--- config.mk ---
export PLATFORM = sky130hd
export DESIGN_NAME = mem_req_arbiter
export DESIGN_NICKNAME = d
export VERILOG_FILES = /design/src/rtl/mem_req_arbiter.sv
export SDC_FILE = /design/constraint.sdc
export NUM_CORES = 1
export LEC_CHECK = 0
export CORE_MARGIN = 10
export CORE_UTILIZATION = 32
export DETAILED_ROUTE_END_ITERATION = 8
export PLACE_DENSITY_LB_ADDON = 0.05
export SYNTH_ARGS = -nofsm -noshare
export SYNTH_HDL_FRONTEND = slang
export SYNTH_SLANG_ARGS = --single-unit
export TNS_END_PERCENT = 50
--- constraint.sdc ---
create_clock -name clk -period 1.7 [get_ports clk]
set_input_delay 0.17 -clock clk [delete_from_list [all_inputs] [get_ports clk]]
set_output_delay 0.17 -clock clk [all_outputs]
set_load 0.05 [all_outputs]
--- src/rtl/mem_req_arbiter.sv ---
// mem_req_arbiter: multiplexes NUM_CONSUMERS memory request ports onto
// NUM_CHANNELS memory channels using the valid/ready memory protocol.
//
// Optional feature macro: MEM_ARB_WRITE_EN
//   defined   - read and write paths are present.
//   undefined - read-only arbiter. The write outputs are tied to 0 and the
//               write requests are ignored.
//
// Handshake: the initiator raises *_valid and holds address/data stable.
// The transfer completes on the cycle the responder returns *_ready=1, and
// valid drops after that edge. On the consumer side the roles are reversed.
// consumer_*_ready is raised when the memory transfer completes. It is held
// until the consumer drops its valid, and the consumer then owns no channel.
//
// Each channel runs its own FSM: IDLE, READ_WAIT, READ_RELAY, WRITE_WAIT,
// WRITE_RELAY. The state_q array holds the state of every channel and can be
// probed directly. The serving mask records which consumers a channel owns.
module mem_req_arbiter #(
  parameter int ADDR_BITS     = 8,
  parameter int DATA_BITS     = 8,
  parameter int NUM_CONSUMERS = 4,
  parameter int NUM_CHANNELS  = 1
) (
  input  logic                                 clk,
  input  logic                                 rst_n,
  input  logic [NUM_CONSUMERS-1:0]             consumer_read_valid,
  input  logic [ADDR_BITS*NUM_CONSUMERS-1:0]   consumer_read_address,
  output logic [NUM_CONSUMERS-1:0]             consumer_read_ready,
  output logic [DATA_BITS*NUM_CONSUMERS-1:0]   consumer_read_data,
  input  logic [NUM_CONSUMERS-1:0]             consumer_write_valid,
  input  logic [ADDR_BITS*NUM_CONSUMERS-1:0]   consumer_write_address,
  input  logic [DATA_BITS*NUM_CONSUMERS-1:0]   consumer_write_data,
  output logic [NUM_CONSUMERS-1:0]             consumer_write_ready,
  output logic [NUM_CHANNELS-1:0]              mem_read_valid,
  output logic [ADDR_BITS*NUM_CHANNELS-1:0]    mem_read_address,
  input  logic [NUM_CHANNELS-1:0]              mem_read_ready,
  input  logic [DATA_BITS*NUM_CHANNELS-1:0]    mem_read_data,
  output logic [NUM_CHANNELS-1:0]              mem_write_valid,
  output logic [ADDR_BITS*NUM_CHANNELS-1:0]    mem_write_address,
  output logic [DATA_BITS*NUM_CHANNELS-1:0]    mem_write_data,
  input  logic [NUM_CHANNELS-1:0]              mem_write_ready
);

  localparam int OW = (NUM_CONSUMERS > 1) ? $clog2(NUM_CONSUMERS) : 1;

  typedef enum logic [2:0] {
    IDLE        = 3'd0,
    READ_WAIT   = 3'd1,
    READ_RELAY  = 3'd2
`ifdef MEM_ARB_WRITE_EN
    ,
    WRITE_WAIT  = 3'd3,
    WRITE_RELAY = 3'd4
`endif
  } state_t;

  state_t                   state_q [NUM_CHANNELS];
  state_t                   state_d [NUM_CHANNELS];
  logic [OW-1:0]            owner_q [NUM_CHANNELS];
  logic [OW-1:0]            owner_d [NUM_CHANNELS];

  logic [NUM_CONSUMERS-1:0] serving;
  logic [NUM_CONSUMERS-1:0] serving_d;
  logic [NUM_CONSUMERS-1:0] serving_v;
  logic [NUM_CONSUMERS-1:0] release_mask;
  logic [NUM_CONSUMERS-1:0] req;
  logic                     found;
  logic [OW-1:0]            pick;

  logic [NUM_CHANNELS-1:0]            mem_read_valid_d;
  logic [ADDR_BITS*NUM_CHANNELS-1:0]  mem_read_address_d;
  logic [NUM_CONSUMERS-1:0]           consumer_read_ready_d;
  logic [DATA_BITS*NUM_CONSUMERS-1:0] consumer_read_data_d;

`ifdef MEM_ARB_WRITE_EN
  logic [NUM_CHANNELS-1:0]            mem_write_valid_d;
  logic [ADDR_BITS*NUM_CHANNELS-1:0]  mem_write_address_d;
  logic [DATA_BITS*NUM_CHANNELS-1:0]  mem_write_data_d;
  logic [NUM_CONSUMERS-1:0]           consumer_write_ready_d;

  // A consumer competes for a channel with either kind of request.
  assign req = consumer_read_valid | consumer_write_valid;
`else
  logic unused_write_inputs;

  // In the read-only build only read requests compete for a channel.
  assign req = consumer_read_valid;
  assign unused_write_inputs = ^{consumer_write_valid, consumer_write_address,
                                 consumer_write_data, mem_write_ready};
  assign mem_write_valid      = '0;
  assign mem_write_address    = '0;
  assign mem_write_data       = '0;
  assign consumer_write_ready = '0;
`endif

  // Next state for every channel FSM, evaluated in channel index order. A
  // claim marks serving_v at once, so a higher-index channel cannot take the
  // same consumer in the same cycle. A release is applied only at the end, so
  // a freed consumer can be claimed again no earlier than the next cycle.
  always_comb begin
    serving_v             = serving;
    release_mask          = '0;
    found                 = 1'b0;
    pick                  = '0;
    mem_read_valid_d      = mem_read_valid;
    mem_read_address_d    = mem_read_address;
    consumer_read_ready_d = consumer_read_ready;
    consumer_read_data_d  = consumer_read_data;
`ifdef MEM_ARB_WRITE_EN
    mem_write_valid_d      = mem_write_valid;
    mem_write_address_d    = mem_write_address;
    mem_write_data_d       = mem_write_data;
    consumer_write_ready_d = consumer_write_ready;
`endif
    for (int c = 0; c < NUM_CHANNELS; c++) begin
      state_d[c] = state_q[c];
      owner_d[c] = owner_q[c];
    end

    for (int c = 0; c < NUM_CHANNELS; c++) begin
      case (state_q[c])
        IDLE: begin
          found = 1'b0;
          pick  = '0;
          for (int i = 0; i < NUM_CONSUMERS; i++) begin
            if (!found && req[i] && !serving_v[i]) begin
              found = 1'b1;
              pick  = OW'(i);
            end
          end
          if (found) begin
            serving_v[pick] = 1'b1;
            owner_d[c]      = pick;
            // Read wins when the consumer has both requests valid.
            if (consumer_read_valid[pick]) begin
              state_d[c]          = READ_WAIT;
              mem_read_valid_d[c] = 1'b1;
              mem_read_address_d[c*ADDR_BITS +: ADDR_BITS] =
                consumer_read_address[pick*ADDR_BITS +: ADDR_BITS];
            end
`ifdef MEM_ARB_WRITE_EN
            else begin
              state_d[c]           = WRITE_WAIT;
              mem_write_valid_d[c] = 1'b1;
              mem_write_address_d[c*ADDR_BITS +: ADDR_BITS] =
                consumer_write_address[pick*ADDR_BITS +: ADDR_BITS];
              mem_write_data_d[c*DATA_BITS +: DATA_BITS] =
                consumer_write_data[pick*DATA_BITS +: DATA_BITS];
            end
`endif
          end
        end

        READ_WAIT: begin
          if (mem_read_ready[c]) begin
            state_d[c]                        = READ_RELAY;
            mem_read_valid_d[c]               = 1'b0;
            consumer_read_ready_d[owner_q[c]] = 1'b1;
            consumer_read_data_d[owner_q[c]*DATA_BITS +: DATA_BITS] =
              mem_read_data[c*DATA_BITS +: DATA_BITS];
          end
        end

        READ_RELAY: begin
          if (!consumer_read_valid[owner_q[c]]) begin
            state_d[c]                        = IDLE;
            consumer_read_ready_d[owner_q[c]] = 1'b0;
            release_mask[owner_q[c]]          = 1'b1;
          end
        end

`ifdef MEM_ARB_WRITE_EN
        WRITE_WAIT: begin
          if (mem_write_ready[c]) begin
            state_d[c]                         = WRITE_RELAY;
            mem_write_valid_d[c]               = 1'b0;
            consumer_write_ready_d[owner_q[c]] = 1'b1;
          end
        end

        WRITE_RELAY: begin
          if (!consumer_write_valid[owner_q[c]]) begin
            state_d[c]                         = IDLE;
            consumer_write_ready_d[owner_q[c]] = 1'b0;
            release_mask[owner_q[c]]           = 1'b1;
          end
        end
`endif

        default: state_d[c] = IDLE;
      endcase
    end

    serving_d = serving_v & ~release_mask;
  end

  // FSM state, ownership and every read-path output are registered. Reset
  // aborts any transaction that is in flight.
  always_ff @(posedge clk or negedge rst_n) begin
    if (!rst_n) begin
      for (int c = 0; c < NUM_CHANNELS; c++) begin
        state_q[c] <= IDLE;
        owner_q[c] <= '0;
      end
      serving             <= '0;
      mem_read_valid      <= '0;
      mem_read_address    <= '0;
      consumer_read_ready <= '0;
      consumer_read_data  <= '0;
    end else begin
      for (int c = 0; c < NUM_CHANNELS; c++) begin
        state_q[c] <= state_d[c];
        owner_q[c] <= owner_d[c];
      end
      serving             <= serving_d;
      mem_read_valid      <= mem_read_valid_d;
      mem_read_address    <= mem_read_address_d;
      consumer_read_ready <= consumer_read_ready_d;
      consumer_read_data  <= consumer_read_data_d;
    end
  end

`ifdef MEM_ARB_WRITE_EN
  // Registered write-path outputs.
  always_ff @(posedge clk or negedge rst_n) begin
    if (!rst_n) begin
      mem_write_valid      <= '0;
      mem_write_address    <= '0;
      mem_write_data       <= '0;
      consumer_write_ready <= '0;
    end else begin
      mem_write_valid      <= mem_write_valid_d;
      mem_write_address    <= mem_write_address_d;
      mem_write_data       <= mem_write_data_d;
      consumer_write_ready <= consumer_write_ready_d;
    end
  end
`endif

endmodule

==> impl_metrics.toml, run 1 <==
[status]
outcome = "finished, final reports clean"

[finish]
area_delta_synth_final_pct = 44.3
instances_no_fill = 508
fin_area_um2 = 3830
n_fill_cell = 834
seq_area_um2 = 1330
multi_input_area_um2 = 1170
final_nets = 523
layout-drive-gt1-share = 0.218
antenna_cells = 0

[setup_path]
worstPathMaxFanout = 2
cp_slowest_cell = "clkdlybuf4s50_1"
r2r-start = "owner_q[0]"
crit_type = "register to output port"
path_depth = 1
r2r_slack_ns = 0.10
critPathRequiredTime_ns = 1.53
path_delay_family = "buffers and inverters"
startpoint_type = "register"
cp-end-kind = "output port"
slowest_delay_ns = 0.81
arrival_ns = 1.48
endpoint = "consumer_read_data[10]"
crit_start = "consumer_read_data[10]"
ff2ff_path_depth = 4
cp_cell_sequence = "clkdlybuf4s50_1"
worst-path-buf-inv = 1

[global_routing]
grt_use_total = 0.123
grt_pass1_vias = 2530
grt_start_max_net_pins = 54
grt_overflow = 0
antenna_found_initial = 0
grt_pass1_wl_mm = 12.9

[sta]
tightest_slew_ns = 0.521
maxClockFrequency_ghz = 0.605
rsz0062_at_grt = "true"
whs_ns = 0.377
clock-skew-final_ns = 0.00335
report.final.slew_viol_count = 0
max_slew_margin = 0.652
hold_violations = 0
setup_viol = 0
fin_setup_tns_ns = 0
finalCritPeriodShare = 0.973
fin_crit_ns = 1.65

[synthesis]
yosysWarnings = 0
synth_edf_count = 0
synthesis.area_um2 = 2660
syn_inst = 288
synth-async-reset-ratio = 1.00
ys.flop_type = "dfrtp_1"
synth-seq-cells = 53
syn_area_per_cell_um2 = 9.22
ys_types = 38
ys_seq_area_frac = 0.500
synth_area_leaders = "dfrtp_1 50%, nand2_1 11%, buf_4 6.5%"
yosys.area.top_type = "dfrtp_1"
synth_most_common_cell = "nand2_1"
synth.top_cell.area_share = 0.500
synth_common_cells = "81 x nand2_1, 53 x dfrtp_1, 31 x o21ai_0"

[floorplan]
die_w_um = 111
io_pins = 182
die_area_um2 = 12300
rows = 33
die_y_um = 111
core_um2 = 8130
floorplan.initialDensity = 0.326

[cts]
clock_sinks = 53
cts_max_level = 2
clk_latency_ns = 0.31
cts_tree = "built"
cts_root_buf = "clkbuf_8"
cts_buffer_depth = 2
cts_buffers = 5
clk_pin_slew_worst_paths_ns = 0.10

[placed_design]
dpl_cell_area_um2 = 3700
placedCellCount = 498
gp_congestion = 0.773
io_buffers = 91
dp_hpwl_mm = 6.14

[pwr]
irDropWorstVdd_mv = 0.677
pwr_density_cell_nw_per_um2 = 1740
swShare = 0.496
p_sw_w = 0.00330
p_leak_nw = 1.78
p_comb_frac = 0.590
p_clk_frac = 0.108
seq_power_share = 0.302
p_int_w = 0.00335

[detailed_routing]
via_per_inst = 4.55
vias = 2312
initialDrtViolationCount = 105
ant_nets = 0
wl_mm = 7.89
drc_errors = 0
firstDrtPassIters = 5
routedWlPerCell_um = 15.5

[run]
maxCapViolCount = 0

[worst_hold_path]
min_path_type = "input pin to async pin"
[metrics by stage]
stage	util	power (W)	worst slack, ns
after floorplan	-	0.00454	0.00744
after global placement	0.454	0.00595	-0.185
after detailed placement	0.454	0.00598	-0.236
after CTS	0.466	0.00671	0.0159
after global routing	0.471	0.00709	-0.0143
final	0.471	0.00665	0.0467
[sequential cells by signal, summed over array words and instances, names as in the netlist, named ones only]
name and count:
consumer_read_data 32, mem_read_address 8, serving 4, owner_q 2, state_q 2, mem_read_valid 1
[worst min-delay path by stage]
stage                                        end  slack (ns)  depth (start not counted)   from
after floorplan                        async pin       -0.13                          0  rst_n
after global placement    consumer_read_data[24]        0.19                          2  rst_n
after detailed placement  consumer_read_data[24]        0.19                          2  rst_n
after CTS                 consumer_read_data[11]        0.40                          3  rst_n
after global routing      consumer_read_data[24]        0.41                          3  rst_n
final                     consumer_read_data[24]        0.38                          3  rst_n
[cell families after synthesis]
| family | after synthesis | synth area share |
|---|---|---|
| AO/OA/AOI/OAI | 76 | 0.174 |
| buffers and inverters | 39 | 0.0933 |
| AND/OR/NAND/NOR | 113 | 0.199 |
| flip-flops | 53 | 0.500 |
| other | 1 | 0.00141 |
| multiplexers | 1 | 0.00848 |
| adder cells (fa/ha/maj) | 5 | 0.0236 |
[per-layer routing]
layer / part of all wire / up-vias / track usage / wire length (um)
met3: 0.067 / 5 / 0.0455 / 532
met1: 0.44 / 1064 / 0.144 / 3450
met5: 0 / - / 0 / 0
li1: - / 1165 / - / -
met2: 0.49 / 78 / 0.216 / 3880
met4: 0.0038 / 0 / 0.0154 / 30
[power groups by stage]
stage / registers (W) / clock network (W) / logic [W]
final: 0.00201 / 0.000719 / 0.00392
after global routing: 0.00207 / 0.000803 / 0.00422
after CTS: 0.00202 / 0.000748 / 0.00394
after detailed placement: 0.00205 / 0 / 0.00393
after global placement: 0.00205 / 0 / 0.00390
after floorplan: 0.00337 / 0 / 0.00118
[cells in the final DEF (no fill, tap or decap), types with 5 or more instances in the layout]
cell | Yosys | routed
a21oi_1 | 14 | 14
a22oi_1 | 8 | 8
a31oi_1 | 9 | 9
buf_4 | 23 | 58
clkbuf_8 | 0 | 5
clkdlybuf4s50_1 | 0 | 53
conb_1 | 1 | 21
dfrtp_1 | 53 | 51
dlymetal6s2s_1 | 0 | 6
inv_1 | 5 | 5
nand2_1 | 81 | 79
nor2_1 | 14 | 14
o21ai_0 | 31 | 31
[layout make-up]
| type | instances | share of cell area |
|---|---|---|
| clock inverter | 3 | 0.00457 |
| tap | 105 | 0.0343 |
| inverter | 5 | 0.00490 |
| clock buffer | 5 | 0.0180 |
| timing repair buffer | 121 | 0.286 |
| sequential | 53 | 0.347 |
| multi-input combinational | 216 | 0.306 |
[what timing repair did]
action                                  4_1_cts  5_1_grt
gates resized for setup                       1       12
hold buffers                                  1        0
endpoints found under the setup margin        1       46
setup buffers                                 0        1
hold endpoints to repair                     53        0
gates cloned                                  0        0
pin swaps                                     0        0
(Power assumes the default switching activity.)
==> inputs of run 2 (changes only) <==
--- a/config.mk
+++ b/config.mk
@@ -9,6 +9,7 @@
 export CORE_UTILIZATION = 32
 export DETAILED_ROUTE_END_ITERATION = 8
 export PLACE_DENSITY_LB_ADDON = 0.05
+export SLEW_MARGIN = 20
 export SYNTH_ARGS = -nofsm -noshare
 export SYNTH_HDL_FRONTEND = slang
 export SYNTH_SLANG_ARGS = --single-unit
==> results of run 2 <==
No change in the layout: final DEF, timing and power equal those of run 1.
